===== config.mk =====
export PLATFORM = sky130hd
export DESIGN_NAME = fifo_write_ctrl
export DESIGN_NICKNAME = d
export VERILOG_FILES = /design/src/rtl/fifo_write_ctrl.sv
export SDC_FILE = /design/constraint.sdc
export NUM_CORES = 1
export LEC_CHECK = 0
export CAP_MARGIN = 25
export CORE_AREA = 4 4 41 43
export DETAILED_ROUTE_END_ITERATION = 8
export DIE_AREA = 0 0 45 47
export MAX_ROUTING_LAYER = met4
export PLACE_DENSITY = 0.69
export SETUP_SLACK_MARGIN = 0.15
export SLEW_MARGIN = 30
export SYNTH_ARGS = -nofsm -noshare
export SYNTH_HDL_FRONTEND = slang
export SYNTH_SLANG_ARGS = --single-unit
export TNS_END_PERCENT = 20

===== constraint.sdc =====
create_clock -name clk -period 2.61 [get_ports clk]
set_input_delay 0.783 -clock clk [delete_from_list [all_inputs] [get_ports clk]]
set_output_delay 0.783 -clock clk [all_outputs]
set_load 0.1 [all_outputs]

===== src/rtl/fifo_write_ctrl.sv =====
// Write-side controller for the synchronous FIFO: write pointer, write strobe,
// full/almost-full/occupancy reporting and a sticky overflow error.
module fifo_write_ctrl #(
    parameter int unsigned SIZE     = 4,
    parameter int unsigned AF_LEVEL = 6
) (
    input  logic            clk,
    input  logic            rst,
    input  logic            w_req,
    input  logic [SIZE-1:0] r_pointer,
    input  logic            ovf_clr,
    output logic [SIZE-1:0] w_pointer,
    output logic [SIZE-2:0] w_addr,
    output logic            w_en,
    output logic            f_flag,
    output logic            af_flag,
    output logic [SIZE-1:0] count,
    output logic            ovf_flag
);

    localparam logic [SIZE-1:0] PTR_ONE   = SIZE'(1);
    localparam logic [SIZE-1:0] AF_THRESH = SIZE'(AF_LEVEL);

    logic refused;

    always_comb begin
        f_flag  = (w_pointer[SIZE-1] != r_pointer[SIZE-1]) &&
                  (w_pointer[SIZE-2:0] == r_pointer[SIZE-2:0]);
        count   = w_pointer - r_pointer;
        af_flag = (count >= AF_THRESH);
        // Strobe is held off while rst is high so the memory is never written during reset.
        w_en    = w_req && !f_flag && !rst;
        refused = w_req && f_flag;
        w_addr  = w_pointer[SIZE-2:0];
    end

    always_ff @(posedge clk) begin
        if (rst) begin
            w_pointer <= '0;
        end else if (w_en) begin
            w_pointer <= w_pointer + PTR_ONE;
        end
    end

    // A new overflow on the same edge as ovf_clr keeps the flag set.
    always_ff @(posedge clk) begin
        if (rst) begin
            ovf_flag <= 1'b0;
        end else if (refused) begin
            ovf_flag <= 1'b1;
        end else if (ovf_clr) begin
            ovf_flag <= 1'b0;
        end
    end

endmodule


==> run metrics, run 1 <==
status complete, but fails checks; Hold Crit Depth 2; Yosys reg bits 5; die width 45 um; CTS Hold Bufs 0; PD cells 614 mW/mm^2; dominant cells by area after synthesis dfxtp_1, ha_1, inv_1, buf_4, mux2_1; vias in the first global route 522; site row count 13; CP max stage delay 0.54 ns; failing checks setup timing; Design Power around 0.57 mW; setup violators final 4; area grow syn2layout 113%; I/O Buffers 22; fmax 0.364 GHz; CP Cell Sequence buf_6, ha_4, fa_2, clkinvlp_4, nand2_2, o21ai_4, buf_12; grt ovf 0; Mapped Nets 65; CTS Sinks 5; Starting Density about a third; largest net degree at the start of global routing 10; Finished Cell Area a little over 900 um^2; slew margin rel. between 80% and 90%; crit start category primary input; wirelength, routed roughly 1200 um; Max-Cap Viols 0; fraction of layout cells with a size suffix above 1 63.1%; Clock Latency Late Sink 0.25 ns; Hold Path Class flop to flop; DR WL/cell approximately 12 um; sequential share of the synthesized area 23.1%; WP data arrival 1.97 ns; Syn Inst Count 52; syn_area_per_cell 8.35 um^2; die footprint around 0.0021 mm^2; drt first-iter violations 2; Crit path required time 1.83 ns; Peak supply drop 306 uV; Post-Place Cells 94; H-tree depth 1; Max Clock Skew 0.00756 ns; Placeable Area 0.00130 mm^2; Final period util 105%; final hold viol count 0; crit-path max FO 2; Via density roughly 4.7; DRC violations left 0; placed instance area 832 um^2; worst path bufs/invs 3; crit-path leading delay family adder cells; Synth cell types 23; commonest cells after routing, fill and taps aside buf_4, buf_12, inv_1, nor2_1, buf_6; Syn. warnings 0; final setup margin -0.138 ns; DP Wirelength 923 um; GP Congestion 0.759; Critical Path Stages 7; leading cell type in the layout, fill and taps excluded buf_4; TritonCTS Buffers 3; area leader, netlist dfxtp_1; crit end category output port; first-pass GRT wire length 2100 um; Static Leak 0.420 nW; # fillers 115; share of the synthesized area in the top cell type a little under a quarter; reg2reg path depth 7; WS Path Type primary input to output port; Root Driver clkbuf_4; CP max stage cell fa_2; RSZ-0062 raised after global routing yes; All-Layer GR Usage 14.9%; CTS max path bufs 2; initial antenna violation count 0; Slew Viols, Final 0; clock slew at reported path FFs 0.05 ns; overall die height 47 um; diodes inserted 0; antenna-violating nets left 0; Nets 98; DRT Pass-1 Iters 2; IO Pins 23; Worst-Margin Slew 0.293 ns; dpl ws -0.587 ns; via count 470; final non-filler cell total slightly below 100; CTS tree built; min Tclk post-route approximately 2.7 ns; post-synthesis instance area 434 um^2
## per-layer routing
layer / up-vias / wire [um] / track usage (%) / part of all wire, %
met1: 211 / 444 / 13.5 / 38
met5: - / 0 / - / 0
li1: 232 / - / - / -
met4: 0 / 44 / 14.0 / 3.7
met3: 5 / 74 / 2.30 / 6.3
met2: 22 / 621 / 26.3 / 52
## through the flow
| stage | util (%) | hold WS [ns] | TNS, ns |
|---|---|---|---|
| 3_5_place_dp | 63.9 | 0.484 | -3.38 |
| 3_3_place_gp | 63.9 | 0.477 | -3.32 |
| 6_report | 71.2 | 0.500 | -0.323 |
| 5_1_grt | 71.2 | 0.551 | -0.529 |
| 2_1_floorplan | - | 0.731 | -2.10 |
| 4_1_cts | 71.2 | 0.508 | -0.312 |
## sequential cells by signal, indices dropped and copies added (netlist names)
register	flops
w_pointer	4
ovf_flag	1
## kinds of logic (layout without fill, tap and decap cells)
kind of cell | after synthesis | count (layout) | share of synthesized area (%)
flip-flops | 5 | 5 | 23.1
buffers and inverters | 11 | 43 | 12.1
adder cells (fa/ha/maj) | 5 | 5 | 16.1
multiplexers | 4 | 4 | 10.9
XOR/XNOR | 2 | 2 | 5.77
AO/OA/AOI/OAI | 7 | 7 | 10.4
AND/OR/NAND/NOR | 18 | 18 | 21.6
## where the power goes
group / switching (mW) / internal, mW / leakage (nW) / total (mW)
Combinational: 0.242 / 0.145 / 0.363 / 0.387
Sequential: 0.00765 / 0.0814 / 0.0422 / 0.0890
Clock: 0.0341 / 0.0580 / 0.0150 / 0.0921
Total: 0.284 / 0.284 / 0.420 / 0.568
## tightest hold or removal path, delay by kind of cell, from the launching register on
family           cells  cell delay (ns)
AO/OA/AOI/OAI        1             0.06
flip-flops           1             0.33
AND/OR/NAND/NOR      1             0.07
## cells in the mapped netlist
| master | instances |
|---|---|
| inv_1 | 7 |
| a21oi_1 | 4 |
| xnor2_1 | 1 |
| nand3b_1 | 1 |
| mux2_4 | 1 |
| a32oi_1 | 1 |
| xor2_2 | 1 |
| ha_1 | 4 |
| a21boi_2 | 1 |
| and2_1 | 1 |
| nor2b_1 | 3 |
| mux2_1 | 2 |
| nor2_1 | 6 |
| buf_4 | 3 |
| mux2i_1 | 1 |
| nand2b_1 | 2 |
| fa_1 | 1 |
| dfxtp_1 | 5 |
| o21ai_0 | 1 |
| buf_1 | 1 |
| and3_1 | 2 |
| nand2_1 | 2 |
| nand4_1 | 1 |
## worst paths after layout
check        slack [ns]      endpoint          from
max               -0.14       af_flag  r_pointer[0]
min                0.50      ovf_flag      ovf_flag
max reg2reg        0.89  w_pointer[3]  w_pointer[0]
min reg2reg        0.50      ovf_flag      ovf_flag
## area by class of cell
cell class	count	area [um^2]	share of cell area (%)
multi-input combinational	36	395	42.7
clock buffer	4	26.3	2.84
tap	15	18.8	2.03
timing repair buffer	32	349	37.7
inverter	7	30.0	3.24
sequential	5	106	11.5
## repair_timing
item | in CTS | in global routing
setup endpoints to repair | 8 | 6
resized for setup | 25 | 0
pin swaps | 9 | 0
buffers inserted | 1 | 0
hold endpoints to repair | 0 | 0
Power figures use the tool's default switching activity.
==> run 2, diff against run 1 <==
clock period = 3.1 ns   (was 2.61 ns; I/O delays follow)
==> run 2 against run 1 <==
The run now ends clean. Non-clock buffer count is 3 higher. Clock skew fell by 0.0039 ns. Hold slack got worse by 0.014 ns. Sequential power shrank 17%. Cell area is 1.4% higher. Critical path depth is the same. Register-to-register slack gained 0.34 ns. Largest cell class unchanged. Largest power group unchanged.
==> run metrics, run 2 (synthesis results as in run 1) <==
Crit path required time roughly 2.2 ns; P_int 0.240 mW; DP Wirelength about 900 um; diodes inserted 0; Hold Crit Depth 2; Via density ~4.5; Design Power 0.480 mW; register-to-register setup slack 1.23 ns; H-tree depth 1; Clock Latency Late Sink 0.25 ns; leading cell type in the layout, fill and taps excluded buf_4; largest registers w_pointer: 4 flops, ovf_flag: 1 flops; area grow syn2layout 116%; placed instance area about 830 um^2; reg2reg start w_pointer[0]; reg2reg path depth 9; overall die height 47 um; fmax 0.329 GHz; GP Congestion 0.805; max reg flops 4; Finished Cell Area 938 um^2; RSZ-0062 raised after global routing yes; commonest cells after routing, fill and taps aside buf_4, buf_12, inv_1, nor2_1; slew margin rel. between 80% and 90%; WS Path Type primary input to output port; die width about 45 um; combinational share of power 68.2%; DRT Pass-1 Iters 2; I/O Buffers 22; via count roughly 460; final hold viol count 0; IO Pins 23; initial antenna violation count 0; Static Leak between 0.4 and 0.5 nW; DR WL/cell 10.9 um; vias in the first global route 478; Largest Register w_pointer; Nets ~100; All-Layer GR Usage 14.1%; GRT busiest layer met2; setup TNS 0 ns; Hold Crit Start ovf_flag; GR Layer Usage met1 between 10% and 20%; r2r endpoint w_pointer[0]; crit-path max FO 2; Placeable Area 0.00130 mm^2; CTS Sinks 5; min Tclk post-route roughly 3 ns; Starting Density ~33%; largest net degree at the start of global routing 10; Clock power frac between 15 and 20%; Max-Cap Viols 0; CTS max path bufs 2; PD cells a little over 500 mW/mm^2; drt first-iter violations 3; status finished, final reports clean; worst hold endpoint ovf_flag; Root Driver clkbuf_4; met2 Resource Use GR a little over a fifth; clock slew at reported path FFs roughly 0.05 ns; WP data arrival approximately 2.1 ns; Sw Pwr 0.240 mW; antenna-violating nets left 0; Slew Viols, Final 0; Worst-Margin Slew 0.279 ns; die footprint 0.00212 mm^2; crit start category primary input; Final period util 97.9%; first-pass GRT wire length 1980 um; Max Clock Skew 0.00370 ns; TritonCTS Buffers 3; site row count 13; Hold Path Class flop to flop; Peak supply drop 280 uV; wirelength, routed approximately 1100 um; CTS tree built; DRC violations left 0; power share of the sequential group roughly 15%; fraction of layout cells with a size suffix above 1 60.9%; grt ovf 0; setup violators final 0; Sw Ratio 50.0%; crit end category output port; met3 Use GR approximately 3.4%
run 2: cell types whose count changed in the layout (fill, tap and decap cells not counted), sizes merged:
cell | before | now
buf | 28 | 31
run 2: repair_timing:
action                                 4_1_cts  5_1_grt
endpoints found under the hold margin        0        0
resized for setup                           24        0
pin swaps                                    9        0
setup endpoints to repair                    6        5
hold buffers                                 0        0
setup buffers                                5        0
run 2: area by class of cell:
type / count / area (um^2)
flip-flops and latches: 5 / 103
fillers: 101 / 363
inverters: 7 / 30.0
multi-input cells: 36 / 393
well taps: 15 / 18.8
clock buffers: 4 / 26.3
repair buffers: 35 / 368
run 2: stage by stage:
step | instances | setup WS (ns) | util (%) | hold slack, ns
floorplan | 52 | -0.395 | - | 0.732
global placement | 93 | -0.391 | 63.5 | 0.476
detailed placement | 93 | -0.403 | 63.5 | 0.478
CTS | 102 | 0.0607 | 72.1 | 0.498
global route | 102 | 0.0313 | 72.1 | 0.525
finish | 102 | 0.0648 | 72.1 | 0.486
run 2: how the worst max path moves through the flow:
stage	to	start	slack, ns
after floorplan	af_flag	r_pointer[0]	-0.40
after global placement	af_flag	r_pointer[0]	-0.39
after detailed placement	af_flag	r_pointer[0]	-0.40
after CTS	af_flag	r_pointer[0]	0.06
after global routing	af_flag	r_pointer[0]	0.03
final	af_flag	r_pointer[0]	0.06
run 2: worst max-delay path, cell delays in order:
cell and delay (ns):
buf_6 0.10, ha_4 0.15, fa_2 0.54, clkinvlp_4 0.09, nand2_2 0.08, o21ai_4 0.06
buf_12 0.16
run 2: power by group through the flow:
stage	registers [mW]	clock network [mW]	logic, mW
after floorplan	0.0977	0	0.189
after global placement	0.0751	0	0.313
after detailed placement	0.0751	0	0.314
after CTS	0.0741	0.0805	0.329
after global routing	0.0749	0.0854	0.340
final	0.0740	0.0787	0.327
run 2: per-layer routing:
metal / vias up / part of all wire, % / routed length (um)
met2: 19 / 46 / 515
met1: 203 / 41 / 458
met4: 0 / 4.9 / 55
met5: - / 0 / 0
met3: 4 / 7.5 / 83
li1: 237 / - / -
==> run 3, diff against run 2 <==
ABC_AREA = 1   (was unset)
PLACE_DENSITY = 0.67   (was 0.69)
==> run 3 against run 2 <==
Setup slack worse by 0.038 ns. Cell area up 2.1%. Sequential cell count unchanged. Sequential share of layout area down 0.098 points. Clock skew about the same. Power down 5.5%. Largest power group unchanged.
==> run metrics, run 3 <==
status finished, final reports clean; Clock Latency Late Sink about 0.24 ns; overall die height around 47 um; Placeable Area 0.00130 mm^2; count leader, synth nand2_1; leading cell type in the layout, fill and taps excluded buf_4; Hold Crit Depth 2; Clock power frac 16.8%; All-Layer GR Usage 14.0%; grt ovf 0; Syn. warnings 0; IO Pins 23; via count slightly above 500; antenna-violating nets left 0; PD cells 473 mW/mm^2; slew margin rel. 81.4%; Peak supply drop 377 uV; Worst Setup SP r_pointer[0]; WP data arrival 2.14 ns; register-to-register setup slack 1.60 ns; drt first-iter violations 1; ys async rst share 0%; min Tclk post-route 3.07 ns; top cells by count, synth nand2_1, inv_1, dfxtp_1; wirelength, routed 1220 um; Slew Viols, Final 0; Sw Ratio between 40% and 50%; syn_area_per_cell 6.97 um^2; die footprint 0.00212 mm^2; Static Leak 0.469 nW; DR WL/cell 11.0 um; CTS tree built; Worst-Margin Slew 0.282 ns; DP Wirelength 940 um; largest registers w_pointer: 4 flops, ovf_flag: 1 flops; vias in the first global route a little under 500; Hold Path Class flop to flop; DRC violations left 0; placed instance area 835 um^2; final hold viol count 0; area leader, netlist dfxtp_1; Final period util 99.1%; Hold Crit Start ovf_flag; WS Path Type primary input to output port; P_int 0.231 mW; setup violators final 0; combinational share of power 67.1%; crit end category output port; Sw Pwr around 0.22 mW; H-tree depth 1; power share of the sequential group 16.1%; GP Congestion 0.766; RSZ-0062 raised after global routing yes; Syn Inst Count 60; diodes inserted 0; DRT Pass-1 Iters 3; dominant cells by area after synthesis dfxtp_1, ha_1, nand2_1, inv_1, buf_4; Max Clock Skew just over 0.004 ns; first-pass GRT wire length approximately 2000 um; Synth cell types 19; initial antenna violation count 0; fraction of layout cells with a size suffix above 1 60.4%; final core utilization 73.7%; TritonCTS Buffers 3; I/O Buffers 22; area grow syn2layout 129%; Mapped Nets 73; Root Driver clkbuf_4; Crit path required time 2.17 ns; Nets between 100 and 150; Finished Cell Area approximately 960 um^2; Max-Cap Viols 0; Largest Register w_pointer; post-synthesis instance area between 400 and 500 um^2; max reg flops 4; commonest cells after routing, fill and taps aside buf_4, nand2_1, inv_1; Starting Density 32.1%; EDFF count, synth 0; CTS Sinks 5; die width roughly 45 um; CTS max path bufs 2; fmax 0.325 GHz; largest net degree at the start of global routing 9; share of the synthesized area in the top cell type about a quarter; reg2reg start w_pointer[2]; clock slew at reported path FFs 0.04 ns; site row count 13; reg2reg path depth 10; crit start category primary input; Via density 4.60; crit-path max FO 2; Yosys reg bits 5; sequential share of the synthesized area 24.0%; ys flop type dfxtp_1
[run 3: metrics by stage]
stage          std cells  TNS (ns)  setup WS (ns)  hold slack [ns]  power [mW]
6_report             111         0         0.0271            0.477       0.453
5_1_grt              111  -0.00462       -0.00462            0.524       0.477
4_1_cts              111         0         0.0139            0.487       0.449
3_5_place_dp         106     -1.94         -0.429            0.472       0.358
3_3_place_gp         106     -1.75         -0.385            0.467       0.355
2_1_floorplan         60     -1.19         -0.366            0.715       0.256
[run 3: power groups by stage]
| stage | Sequential [mW] | Clock (mW) | Combinational, mW |
|---|---|---|---|
| floorplan | 0.0901 | 0 | 0.166 |
| global placement | 0.0735 | 0 | 0.281 |
| detailed placement | 0.0736 | 0 | 0.284 |
| CTS | 0.0725 | 0.0808 | 0.296 |
| global route | 0.0732 | 0.0879 | 0.316 |
| finish | 0.0729 | 0.0760 | 0.304 |
[run 3: worst paths after layout]
| path | end |
|---|---|
| worst min register to register | ovf_flag |
| worst max register to register | w_pointer[0] |
| worst min-delay path | ovf_flag |
| worst max-delay path | af_flag |
[run 3: cell type report]
class	count	area [um^2]
sequential	5	104
inverter	13	55.1
fill	118	343
clock buffer	4	26.3
timing repair buffer	35	379
multi-input combinational	39	375
tap	15	18.8
[run 3: metal layers]
layer / part of all wire [%] / track usage, % / vias to the layer above
met2: 50 / 23.7 / 20
met3: 8.8 / 4.21 / 5
li1: - / - / 255
met4: 3.0 / 10.5 / 0
met1: 38 / 13.3 / 231
met5: 0 / - / -
[run 3: kinds of logic (layout without fill, tap and decap cells)]
kind of cell             after synthesis  in the layout  synth area share (%)
AND/OR/NAND/NOR                       25             25                  28.4
buffers and inverters                 16             52                  17.4
XOR/XNOR                               3              3                  6.29
AO/OA/AOI/OAI                          6              6                  7.18
flip-flops                             5              5                  24.0
adder cells (fa/ha/maj)                5              5                  16.8
[run 3: worst max-delay path, cell delays in order]
cell and delay (ns):
buf_8 0.10, ha_4 0.15, fa_2 0.54, clkinvlp_4 0.11
nand2_4 0.09, nand2_8 0.05, buf_12 0.15
[run 3: timing repair]
action / in CTS / in global routing
resized for setup: 24 / 10
setup endpoints to repair: 7 / 6
pin swaps: 7 / 3
buffers inserted: 1 / 0
gates cloned: 0 / 0
hold buffers: 0 / 0
hold endpoints to repair: 0 / 0
